## config.mk

```make
export PLATFORM = sky130hd
export DESIGN_NAME = adc_sample_filter_flat
export DESIGN_NICKNAME = d
export VERILOG_FILES = /design/src/rtl/adc_sample_filter_if.sv /design/src/rtl/adc_sample_filter.sv /design/src/flat_wrapper.sv
export SDC_FILE = /design/constraint.sdc
export NUM_CORES = 1
export LEC_CHECK = 0
export BUFFER_PORTS_ARGS = -buffer_cell sky130_fd_sc_hd__buf_2
export CAP_MARGIN = 20
export CORE_MARGIN = 1.5
export CORE_UTILIZATION = 27
export DETAILED_ROUTE_END_ITERATION = 8
export GPL_TIMING_DRIVEN = 0
export PLACE_DENSITY_LB_ADDON = 0.05
export SYNTH_ARGS = -nofsm -noshare
export SYNTH_HDL_FRONTEND = slang
export SYNTH_SLANG_ARGS = --single-unit
```

## constraint.sdc

```tcl
create_clock -name CLK -period 5.2 [get_ports CLK]
set_clock_uncertainty 0.05 [all_clocks]
set_input_delay 1.04 -clock CLK [delete_from_list [all_inputs] [get_ports CLK]]
set_output_delay 1.04 -clock CLK [all_outputs]
set_load 0.02 [all_outputs]
```

## src/rtl/adc_sample_filter_if.sv

```systemverilog
// Sample-stream and result bundle between the ADC control block, the sample
// filter and the downstream phase detector / loop filter.
interface adc_sample_filter_if #(
    parameter int DATA_W   = 8,
    parameter int PERIOD_W = 16
);
    logic [DATA_W-1:0]   SAMPLE_in;
    logic                SAMPLE_valid;
    logic [DATA_W-1:0]   AVG_out;
    logic                AVG_valid;
    logic                LEVEL;
    logic                EDGE;
    logic [PERIOD_W-1:0] PERIOD_out;
    logic                PERIOD_valid;
    logic                PERIOD_ovf;
    logic                WARM;

    modport master (
        output SAMPLE_in, SAMPLE_valid,
        input  AVG_out, AVG_valid, LEVEL, EDGE,
        input  PERIOD_out, PERIOD_valid, PERIOD_ovf, WARM
    );

    modport slave (
        input  SAMPLE_in, SAMPLE_valid,
        output AVG_out, AVG_valid, LEVEL, EDGE,
        output PERIOD_out, PERIOD_valid, PERIOD_ovf, WARM
    );
endinterface

```

## src/rtl/adc_sample_filter.sv

```systemverilog
// Power-of-two moving average, hysteresis squarer and rising-crossing period
// counter for the PLL front end.
module adc_sample_filter #(
    parameter int DATA_W     = 8,
    parameter int LOG2_DEPTH = 2,
    parameter int MID        = 128,
    parameter int HYST       = 8,
    parameter int PERIOD_W   = 16
) (
    input  logic              CLK,
    input  logic              RST,
    adc_sample_filter_if.slave bus
);
    localparam int DEPTH   = 1 << LOG2_DEPTH;
    localparam int SUM_W   = DATA_W + LOG2_DEPTH;
    localparam int PTR_W   = (LOG2_DEPTH > 0) ? LOG2_DEPTH : 1;
    localparam int CNT_W   = LOG2_DEPTH + 1;
    localparam int DMAX    = (1 << DATA_W) - 1;
    localparam int TH_HI_I = (MID + HYST > DMAX) ? DMAX : MID + HYST;
    localparam int TH_LO_I = (MID - HYST < 0) ? 0 : MID - HYST;
    localparam logic [DATA_W-1:0]   TH_HI = TH_HI_I[DATA_W-1:0];
    localparam logic [DATA_W-1:0]   TH_LO = TH_LO_I[DATA_W-1:0];
    localparam logic [PERIOD_W-1:0] PMAX  = '1;
    localparam logic [CNT_W-1:0]    FULL  = CNT_W'(DEPTH);

    typedef enum logic {WARM_ST, RUN_ST} state_t;

    state_t              state_q, state_d;
    logic [DATA_W-1:0]   samp_buf_q [DEPTH];
    logic [DATA_W-1:0]   oldest;
    logic [SUM_W-1:0]    sum_q, sum_d;
    logic [PTR_W-1:0]    wptr_q, wptr_d;
    logic [CNT_W-1:0]    fill_q, fill_d;
    logic [DATA_W-1:0]   avg_q, avg_d;
    logic                avg_valid_q, avg_valid_d;
    logic                warm_q, warm_d;
    logic                level_q, level_d;
    logic                edge_q, edge_d;
    logic [PERIOD_W-1:0] pcnt_q, pcnt_d;
    logic                armed_q, armed_d;
    logic [PERIOD_W-1:0] pout_q, pout_d;
    logic                pvalid_q, pvalid_d;
    logic                povf_q, povf_d;

    // A single-entry window always replaces entry 0.
    if (LOG2_DEPTH == 0) begin : g_one
        assign oldest = samp_buf_q[0];
    end else begin : g_many
        assign oldest = samp_buf_q[wptr_q];
    end

    always_comb begin
        state_d     = state_q;
        sum_d       = sum_q;
        wptr_d      = wptr_q;
        fill_d      = fill_q;
        avg_d       = avg_q;
        avg_valid_d = 1'b0;
        if (bus.SAMPLE_valid) begin
            sum_d  = sum_q + SUM_W'(bus.SAMPLE_in) - SUM_W'(oldest);
            wptr_d = (LOG2_DEPTH == 0) ? '0 : PTR_W'(wptr_q + 1'b1);
            case (state_q)
                WARM_ST: begin
                    fill_d = fill_q + 1'b1;
                    if (fill_d == FULL) begin
                        state_d     = RUN_ST;
                        avg_valid_d = 1'b1;
                    end
                end
                default: avg_valid_d = 1'b1;
            endcase
            if (avg_valid_d) begin
                avg_d = sum_d[SUM_W-1:LOG2_DEPTH];
            end
        end
        warm_d = (state_d == WARM_ST);
    end

    // Comparator looks at the registered average, so it trails AVG_valid by one cycle.
    always_comb begin
        level_d = level_q;
        if (avg_valid_q) begin
            if (avg_q >= TH_HI) begin
                level_d = 1'b1;
            end else if (avg_q <= TH_LO) begin
                level_d = 1'b0;
            end
        end
        edge_d = level_d & ~level_q;
    end

    always_comb begin
        pcnt_d   = (pcnt_q == PMAX) ? pcnt_q : pcnt_q + 1'b1;
        armed_d  = armed_q;
        pout_d   = pout_q;
        pvalid_d = 1'b0;
        povf_d   = povf_q;
        if (edge_d) begin
            pcnt_d  = PERIOD_W'(1);
            armed_d = 1'b1;
            if (armed_q) begin
                pout_d   = pcnt_q;
                pvalid_d = 1'b1;
                povf_d   = (pcnt_q == PMAX);
            end
        end
    end

    always_ff @(posedge CLK) begin
        if (!RST) begin
            for (int i = 0; i < DEPTH; i++) begin
                samp_buf_q[i] <= '0;
            end
        end else if (bus.SAMPLE_valid) begin
            for (int i = 0; i < DEPTH; i++) begin
                if (wptr_q == PTR_W'(i)) begin
                    samp_buf_q[i] <= bus.SAMPLE_in;
                end
            end
        end
    end

    always_ff @(posedge CLK) begin
        if (!RST) begin
            state_q     <= WARM_ST;
            sum_q       <= '0;
            wptr_q      <= '0;
            fill_q      <= '0;
            avg_q       <= '0;
            avg_valid_q <= 1'b0;
            warm_q      <= 1'b1;
            level_q     <= 1'b0;
            edge_q      <= 1'b0;
            pcnt_q      <= '0;
            armed_q     <= 1'b0;
            pout_q      <= '0;
            pvalid_q    <= 1'b0;
            povf_q      <= 1'b0;
        end else begin
            state_q     <= state_d;
            sum_q       <= sum_d;
            wptr_q      <= wptr_d;
            fill_q      <= fill_d;
            avg_q       <= avg_d;
            avg_valid_q <= avg_valid_d;
            warm_q      <= warm_d;
            level_q     <= level_d;
            edge_q      <= edge_d;
            pcnt_q      <= pcnt_d;
            armed_q     <= armed_d;
            pout_q      <= pout_d;
            pvalid_q    <= pvalid_d;
            povf_q      <= povf_d;
        end
    end

    assign bus.AVG_out      = avg_q;
    assign bus.AVG_valid    = avg_valid_q;
    assign bus.LEVEL        = level_q;
    assign bus.EDGE         = edge_q;
    assign bus.PERIOD_out   = pout_q;
    assign bus.PERIOD_valid = pvalid_q;
    assign bus.PERIOD_ovf   = povf_q;
    assign bus.WARM         = warm_q;
endmodule

```

## src/flat_wrapper.sv

```systemverilog
// flat-port wrapper written by rule: the top's interface ports become plain ports
module adc_sample_filter_flat 
#(
    parameter int DATA_W     = 8,
    parameter int LOG2_DEPTH = 2,
    parameter int MID        = 128,
    parameter int HYST       = 8,
    parameter int PERIOD_W   = 16
)
  (CLK, RST, bus_SAMPLE_in, bus_SAMPLE_valid, bus_AVG_out, bus_AVG_valid, bus_LEVEL, bus_EDGE, bus_PERIOD_out, bus_PERIOD_valid, bus_PERIOD_ovf, bus_WARM);
  adc_sample_filter_if #(.DATA_W(DATA_W), .PERIOD_W(PERIOD_W)) bus_i ();
  input  logic CLK;
  input  logic RST;
  input wire logic [$bits(bus_i.SAMPLE_in)-1:0] bus_SAMPLE_in;
  input wire logic [$bits(bus_i.SAMPLE_valid)-1:0] bus_SAMPLE_valid;
  output wire logic [$bits(bus_i.AVG_out)-1:0] bus_AVG_out;
  output wire logic [$bits(bus_i.AVG_valid)-1:0] bus_AVG_valid;
  output wire logic [$bits(bus_i.LEVEL)-1:0] bus_LEVEL;
  output wire logic [$bits(bus_i.EDGE)-1:0] bus_EDGE;
  output wire logic [$bits(bus_i.PERIOD_out)-1:0] bus_PERIOD_out;
  output wire logic [$bits(bus_i.PERIOD_valid)-1:0] bus_PERIOD_valid;
  output wire logic [$bits(bus_i.PERIOD_ovf)-1:0] bus_PERIOD_ovf;
  output wire logic [$bits(bus_i.WARM)-1:0] bus_WARM;
  assign bus_i.SAMPLE_in = bus_SAMPLE_in;
  assign bus_i.SAMPLE_valid = bus_SAMPLE_valid;
  assign bus_AVG_out = bus_i.AVG_out;
  assign bus_AVG_valid = bus_i.AVG_valid;
  assign bus_LEVEL = bus_i.LEVEL;
  assign bus_EDGE = bus_i.EDGE;
  assign bus_PERIOD_out = bus_i.PERIOD_out;
  assign bus_PERIOD_valid = bus_i.PERIOD_valid;
  assign bus_PERIOD_ovf = bus_i.PERIOD_ovf;
  assign bus_WARM = bus_i.WARM;
  adc_sample_filter #(.DATA_W(DATA_W), .LOG2_DEPTH(LOG2_DEPTH), .MID(MID), .HYST(HYST), .PERIOD_W(PERIOD_W)) u_core (.CLK(CLK), .RST(RST), .bus(bus_i));
endmodule
```

# Word-level counts from Yosys, hierarchy flattened
# Memory sizes are Yosys's and may differ from the RTL's. A register that Yosys moved wholly into a read port is not among the register bits.
# Cells that the tools add are included.
[totals]
ff_bits = 63
output_inout_bits = 30
mem_bits_rw = 32
mem_bits_ro = 0
memories = 1
latchBits = 0
word_cells = 78
in_bits = 11
[op_classes]
multipliers = 0
n_reduce_logical = 7
n_eq_ne = 6
muxes = 33
bitwise_logic = 9
n_shift = 0
div_mod_pow = 0
addsub = 5
order_cmp = 2
[memory_table]
columns = ["memory", "words", "word_bits", "rd", "rd_clocked_by_memory_dff", "wr", "line_no", "text"]
rows = [
  ["u_core.samp_buf_q", 4, 8, 1, 1, 4, "adc_sample_filter.sv:29", "logic [DATA_W-1:0] samp_buf_q [DEPTH];"],
]
[ops]
columns = ["op", "n"]
rows = [
  ["8-bit 2-to-1 mux", 4],
  ["1-bit 2-to-1 mux", 27],
  ["16-bit by 1-bit adder with 16-bit output, second input constant", 1],
  ["16-bit equality test, second input constant", 1],
  ["10-bit by 8-bit adder with 10-bit output", 1],
  ["2-bit AND reduction", 5],
  ["10-bit by 8-bit subtractor with 10-bit output", 1],
  ["8-bit >= comparator, second input constant", 1],
  ["8-bit by 7-bit less-or-equal comparator with 1-bit output, second input constant", 1],
  ["2-bit equality test, second input constant", 2],
  ["2-bit 2-to-1 mux", 2],
  ["1-bit inverter", 4],
  ["1-bit OR", 4],
  ["3-bit by 1-bit adder with 3-bit output, second input constant", 1],
  ["3-bit equality test, second input constant", 1],
  ["2-bit by 1-bit adder with 2-bit output, second input constant", 1],
  ["2-bit by 1-bit equality test with 1-bit output, second input constant", 1],
  ["2-bit zero test", 1],
  ["2-bit by 1-bit inequality test with 1-bit output, second input constant", 1],
  ["2-bit OR reduction", 1],
  ["1-bit AND", 1],
]

# Depth between registers and ports, before layout
# Gate-level depths: netlist (run 1).
[depth]
word_depth = 6
depth_mapped = 12
mapped_depth_nobuf = 11

# Least setup slack after synthesis (run 1)
# No wires, ideal clock.
[synth_path]
path_type = "input -> register"
startpoint = "input bus_SAMPLE_in[1]"
endpoint = "register u_core.sum_q[9]"
arrival_time_ns = 2.937
cell_stages = 9
setup_slack_ns = 2.092
n_path_buf = 0
required_ns = 5.029
cell_sequence = "inv_1 fa_1 inv_1 ha_1 a211oi_2 o211ai_1 a211oi_1 o21ai_1 mux2i_1"
[synth_via]
elab_chain_len = 2
[synth_lines]
columns = ["element", "line_no", "text"]
rows = [
  ["start: declaration", "flat_wrapper.sv:14", "input wire logic [$bits(bus_i.SAMPLE_in)-1:0] bus_SAMPLE_in;"],
  ["10-bit by 8-bit adder with 10-bit output", "adc_sample_filter.sv:60", "sum_d = sum_q + SUM_W'(bus.SAMPLE_in) - SUM_W'(oldest);"],
  ["10-bit by 8-bit subtractor with 10-bit output", "adc_sample_filter.sv:60", ""],
  ["end signal: assignment", "adc_sample_filter.sv:141", "sum_q <= sum_d;"],
  ["end: declaration", "adc_sample_filter.sv:31", "logic [SUM_W-1:0] sum_q, sum_d;"],
]
# Every way passes these cells.
# A chain may end at the register's enable or synchronous reset.

==> results.md, run 1 <==
- Synth Area per Inst: 10.1 um2
- Slew margin rel.: around three fifths
- Syn Inst Count: 476
- # Post-CTS Setup Buffers: 0
- Antenna Cells: 0
- Required @ worst endpoint: 5.39 ns
- Die ar.: roughly 0.019 mm2
- Initial antenna violation count: 0
- Vias in the first global route: 3488
- GR Util met2: a little under a quarter
- WS Path Type: flop to flop
- Status: complete, no violations
- Vias post-DR: between 3000 and 4000
- Num ports: about 40
- Total track usage: between 10% and 20%
- Max-slew violations: 0
- Final antenna-violating net count: 0
- Core area: 0.0174 mm2
- Post-synth top area cell: dfxtp_1
- Total global routing overflow: 0
- Worst Max-Slew Pin Slew: 0.614 ns
- Unique masters post-synth: 62
- Post-synth top area share: a little over a quarter
- HP Class: flop to flop
- Pin count of the biggest net entering global routing: 17
- GR Util met3: between 2 and 3%
- DRC: 0
- Initial core utilization: 27.7%
- Share of flip-flops with an asynchronous set or reset: 0%
- Final Critical Period: ~3.4 ns
- Peak VDD IR: 0.170 mV
- Mapped cell area: between 0.004 and 0.005 mm2
- Row Count: 48
- # port buffers: 39
- Final Hold Vio Count: 0
- Global placer's final weighted congestion: ~0.7
- Met1 usage: approximately 16%
- Max-cap violations: 0
- Post-synthesis sequential area ratio: roughly 47%
- TritonCTS clock tree: yes
- Worst endpoint data arrival time: between 3 and 4 ns
- Num CTS Buffers: 9
- # H-tree levels: 3
- Most Used Layer, Global Route: met2
- Post-route setup TNS: 0 ns
- Post-synth EDFFs: 32
- CTS Buffer Depth: 2
- Number of vias per cell: between 4 and 5
- DPL Wire Length: ~8900 um
- CTS root buf: clkbuf_16
- Reg clk slew, reported paths: roughly 0.07 ns
- Wire per inst: approximately 16 um
- Synth top area cells: dfxtp_1 (27%), edfxtp_1 (20%), and2_1 (5.2%)
- CP Capture Type: flop
- Max Clk Rate: approximately 300 MHz
- Most frequent cells in the layout: dfxtp_1 (65), nand2_1 (64), buf_2 (46), inv_1 (40), and2_1 (40)
- CTS sink count: between 90 and 100
- DR iter-0 viols: around 110
- Die H: ~140 um
- CTS resizes: 0
- P&R area growth vs syn: 15.9%
- Ys Warns: 0
- Most common cell after layout, fill and taps aside: dfxtp_1
- Total wire length: 11800 um
- Power per Cell Area: around 390 mW/mm2
- Global-route wire length before repair: 18800 um
- Most used DFF post-synth: dfxtp_1
- Nets: around 560
- Worst Hold Slack: 0.403 ns
- Hold Buf Count CTS: 0
- Setup violators final: 0
- Startpoint type of the worst setup path: flop
- Critical path fanouts, max: 8
- Synthesized flop and latch total: between 90 and 100
- Post-Syn Nets: between 500 and 600
- Layout cell share with drive strength beyond 1: about 16%
- DIE WIDTH: between 100 and 150 um
- Final worst-path cycle share: between 60% and 70%
- TritonRoute pass-1 iters: 4
- Leakage: 2.29 nW
- Worst skew pair latency: approximately 0.34 ns
- Unrepaired setup endpoints after global routing: no
[state kept, by name (all words and copies together) (netlist names), 2 cells and up, named ones only]
signal                 cells
u_core.wptr_q              2
u_core.bus.PERIOD_out     16
u_core.sum_q              10
u_core.bus.AVG_out         8
u_core.samp_buf_q         32
u_core.pcnt_q             16
u_core.fill_q              3
[routing by layer]
layer,vias up,wire length (um),share of wire [%]
li1,1743,-,-
met1,1585,5480,46
met2,50,5800,49
met3,12,373,3.2
met4,0,183,1.5
met5,-,0,0
[per-stage QoR]
stage / setup slack, ns / instances / area [um2] / utilization [%] / power [mW]
finish: 1.81 / 756 / 5600 / 32.1 / 2.18
global route: 1.54 / 756 / 5600 / 32.1 / 2.34
CTS: 1.74 / 756 / 5600 / 32.1 / 2.22
detailed placement: 1.69 / 740 / 5310 / 30.5 / 1.55
global placement: 1.71 / 740 / 5310 / 30.5 / 1.55
floorplan: 2.09 / 476 / 4830 / - / 1.40
[report_power, final]
group | switching (mW) | internal, mW
clock network | 0.296 | 0.354
logic | 0.393 | 0.275
registers | 0.0282 | 0.837
total | 0.717 | 1.47
[critical path: stages (launching register included)]
cell and delay (ns):
dfxtp_1 0.31, buf_2 0.29, mux4_2 0.58, fa_1 0.56, inv_1 0.06, ha_1 0.32, a211oi_2 0.28, o21bai_1 0.13
a41oi_1 0.43, nand4_1 0.15, o311ai_0 0.12
[area by class of cell]
cell class | count | area [um2]
clock inverter | 6 | 40.0
buffer | 20 | 87.6
tap | 225 | 282
sequential | 97 | 2260
clock buffer | 10 | 250
timing repair buffer | 39 | 195
inverter | 41 | 154
multi-input combinational | 318 | 2330
fill | 1849 | 11800
[Yosys cell counts (all sizes together), types with 2 or more instances]
library cell,n
clkbuf,10
a21o,4
nor3,6
nand3b,3
a31oi,6
or3,3
a21oi,10
o21bai,3
nor4,2
a21boi,21
o31a,2
buf,10
dfxtp,65
mux4,8
o21ai,10
o21a,6
nor2,14
fa,8
xor2,7
and4,3
nand2b,4
o311ai,3
edfxtp,32
inv,41
nand2,65
o31ai,2
xnor2,7
a211oi,6
nand3,13
nor2b,11
ha,17
and3,8
mux2i,7
o2111ai,2
and2,40
nand4,4
o211ai,4
o22ai,2
[cell families after synthesis]
| family | share of synthesized area (%) |
|---|---|
| compound gates | 13.1 |
| xor+xnor | 2.54 |
| fa+ha+maj | 7.72 |
| buf+inv | 5.00 |
| flops | 46.8 |
| mux | 5.18 |
| simple gates | 19.6 |
[worst paths after layout]
path / slack (ns) / to / cells past startpoint / from
worst max-delay path: 1.81 / u_core.bus.AVG_out[5] / 10 / flop
worst min-delay path: 0.40 / u_core.bus.PERIOD_out[13] / 2 / u_core.bus.PERIOD_out[13]
worst max register to register: 1.81 / u_core.bus.AVG_out[5] / 10 / flop
worst min register to register: 0.40 / u_core.bus.PERIOD_out[13] / 2 / u_core.bus.PERIOD_out[13]
Power figures use the tool's default switching activity.
==> run 2: changes to the inputs <==
--- a/config.mk
+++ b/config.mk
@@ -5,6 +5,7 @@
 export SDC_FILE = /design/constraint.sdc
 export NUM_CORES = 1
 export LEC_CHECK = 0
+export ABC_AREA = 1
 export BUFFER_PORTS_ARGS = -buffer_cell sky130_fd_sc_hd__buf_2
 export CAP_MARGIN = 20
 export CORE_MARGIN = 1.5
==> constraint.sdc (replaced) <==
create_clock -name CLK -period 2.9 [get_ports CLK]
set_clock_uncertainty 0.05 [all_clocks]
set_input_delay 0.58 -clock CLK [delete_from_list [all_inputs] [get_ports CLK]]
set_output_delay 0.58 -clock CLK [all_outputs]
set_load 0.02 [all_outputs]
==> run 2 against run 1 <==
Cell count increased by 16%. Global-route usage up 1.0 points. Worst hold slack better by 0.0081 ns. Synthesized area fell by 0.65%. Worst setup slack got worse by 1.6 ns. Core utilization increased by 0.55 points. Register-to-register slack got worse by 1.6 ns. Final area up 1.4%. Critical path depth up 4. Synthesized cell count rose by 26%. Non-clock buffer count fell by 5. Sequential share of layout area shrank 0.41 points. Critical endpoint is now u_core.bus.AVG_out[7]. Largest power group unchanged.
==> results.md, run 2 <==
- Post-synth top area share: 27.1% (+0.18 points)
- Required @ worst endpoint: 3.10 ns (-2.29 ns)
- Mapped cell area: 0.00480 mm2 (-0.65%)
- P&R area growth vs syn: 18.2%
- TritonCTS clock tree: yes
- Post-route setup TNS: 0 ns (unchanged)
- Unique masters post-synth: 36 (-42%)
- # H-tree levels: 3 (unchanged)
- Fin util: 32.7% (+0.55 points)
- Largest Register: u_core.samp_buf_q
- Wire per inst: 14.4 um (-7.8%)
- Max-cap violations: 0 (unchanged)
- Post-synth top area cell: dfxtp_1
- Global placer's final weighted congestion: 0.743 (+3.0%)
- Power per Cell Area: 669 mW/mm2 (+71%)
- Total track usage: 14.7% (+1.0 points)
- # port buffers: 39 (unchanged)
- TritonRoute pass-1 iters: 4 (unchanged)
- HP Class: flop to flop
- Global-route wire length before repair: 20400 um (+8.4%)
- DPL Wire Length: 9540 um (+6.8%)
- DIE WIDTH: 136 um (-0.32%)
- CP Capture Type: flop
- Worst endpoint data arrival time: 2.91 ns (-0.66 ns)
- Total wire length: 12700 um (+7.1%)
- Share of flip-flops with an asynchronous set or reset: 0% (unchanged)
- Setup ws final: 0.188 ns (-1.63 ns)
- Setup violators final: 0 (unchanged)
- Antenna Cells: 0 (unchanged)
- Unrepaired setup endpoints after global routing: no
- DP Cell Count: 862 (+16%)
- Post-Syn Nets: 634 (+24%)
- CTS root buf: clkbuf_16
- Synth Area per Inst: 8.02 um2 (-21%)
- Final antenna-violating net count: 0 (unchanged)
- Total power: 3.79 mW (+74%)
- Worst skew pair latency: 0.35 ns (about the same)
- Synth top area cells: dfxtp_1 (27%), edfxtp_1 (20%), nand2_1 (10%)
- Synthesized flop and latch total: 97 (unchanged)
- Core area: 0.0174 mm2 (-0.35%)
- Most common cell after layout, fill and taps aside: nand2_1
- Num ports: 41 (unchanged)
- Most used DFF post-synth: dfxtp_1
- Worst Hold Slack: 0.411 ns (+0.00806 ns)
- DR iter-0 viols: 214 (+91%)
- Vias post-DR: 3884 (+15%)
- Post-synthesis sequential area ratio: 47.1% (+0.31 points)
- Layout cell share with drive strength beyond 1: 15.9% (+0.11 points)
- Ys Warns: 0 (unchanged)
- Max Clk Rate: 369 MHz (+25%)
- Syn Inst Count: 598 (+26%)
- Post-Place Worst Slack: -0.665 ns (-2.35 ns)
- Reg clk slew, reported paths: 0.07 ns (about the same)
- Final worst-path cycle share: 93.5% (+28 points)
- Most frequent cells in the layout: nand2_1 (129), inv_1 (84), nor2_1 (82), dfxtp_1 (63), buf_2 (42)
- Pin count of the biggest net entering global routing: 16 (-1)
- Critical path fanouts, max: 9 (+1)
- Placed inst area: 0.00528 mm2 (-0.59%)
- Hold Buf Count CTS: 0 (unchanged)
- Hold Crit Start: u_core.bus.PERIOD_out[6]
- Final Hold Vio Count: 0 (unchanged)
- CTS sink count: 97 (unchanged)
- Row Count: 48 (unchanged)
- Fin cells: 878 (+16%)
- Peak VDD IR: 0.296 mV (+74%)
- Slew margin rel.: 59.0% (about the same)
- Post-synth top cells: nand2_1 (130), inv_1 (86), nor2_1 (82)
- Max reg flops: 32 (unchanged)
- CTS Buffer Depth: 2 (unchanged)
- Top-count cell post-synth: nand2_1
- Worst Max-Slew Pin Slew: 0.615 ns (+0.000391 ns)
- DRC: 0 (unchanged)
- Startpoint type of the worst setup path: flop
- Die ar.: 0.0186 mm2 (-0.64%)
- Total global routing overflow: 0 (unchanged)
- Leakage: 2.54 nW (+11%)
- Status: complete, no violations
- Nets: 685 (+22%)
- Initial core utilization: 27.6% (-0.084 points)
- Initial antenna violation count: 0 (unchanged)
- Post-synth EDFFs: 32 (unchanged)
- Cell area after layout: 0.00567 mm2 (+1.4%)
- Final Critical Period: 2.71 ns (-0.674 ns)
- Die H: 136 um (-0.32%)
- WS Path Type: flop to flop
- Max-slew violations: 0 (unchanged)
- Num CTS Buffers: 9 (unchanged)
- Number of vias per cell: 4.42 (-1.3%)
- Vias in the first global route: 3834 (+9.9%)
-- run 2: cell types whose count changed in the layout (fill, tap and decap cells not counted), sizes merged, moves of 21 or more --
cell,before,now
a21boi,21,0
a21oi,10,44
and2,40,0
inv,42,93
nand2,65,132
nand3,13,36
nor2,14,84
o21ai,10,33
-- run 2: final timing paths --
kind         cells after the start  slack (ns)                  endpoint
min                              2        0.41  u_core.bus.PERIOD_out[6]
max                             14        0.19     u_core.bus.AVG_out[7]
min reg2reg                      2        0.41  u_core.bus.PERIOD_out[6]
max reg2reg                     14        0.19     u_core.bus.AVG_out[7]
-- run 2: area by class of cell --
type                            instances  area, um2
Fill cell                            1846      11700
Sequential cell                        97       2270
Multi-Input combinational cell        392       2210
Inverter                               95        364
Tap cell                              225        282
Clock buffer                           10        239
Timing Repair Buffer                   40        203
Buffer                                 14       75.1
Clock inverter                          5       28.8
-- run 2: worst max-delay path, stage by stage, from the launching register on --
cell and delay (ns):
dfxtp_4 0.42, clkinvlp_4 0.17, buf_4 0.17, o21ai_0 0.06
o22ai_1 0.12, fa_1 0.50, inv_1 0.07, ha_4 0.29
nand2_1 0.09, nor2_1 0.15, nand3_1 0.11, nand4_1 0.13
nand3_1 0.13, nand2_1 0.10, inv_1 0.04
-- run 2: what timing repair did --
item | CTS | global route
resized for setup | 10 | 20
setup buffers | 0 | 1
endpoints found under the setup margin | 16 | 13
pin swaps | 1 | 1
-- run 2: routing by layer --
layer	wire (um)	global-route usage, %
met1	6760	21.8
met2	5220	20.8
met3	468	2.42
met4	233	6.03
met5	0	0
-- run 2: cells by family after synthesis --
family,after synthesis,synth area share (%)
buffers and inverters,109,8.84
AOI/OAI and AO/OA,96,11.7
DFF,97,47.1
adders and majority gates,25,7.77
xor gates and xnor gates,7,1.28
and+or+nand+nor,264,23.3
-- run 2: power by group --
| group | internal [mW] | switching, mW | total [mW] |
|---|---|---|---|
| Clock | 0.599 | 0.535 | 1.13 |
| Combinational | 0.436 | 0.699 | 1.14 |
| Sequential | 1.49 | 0.0402 | 1.53 |
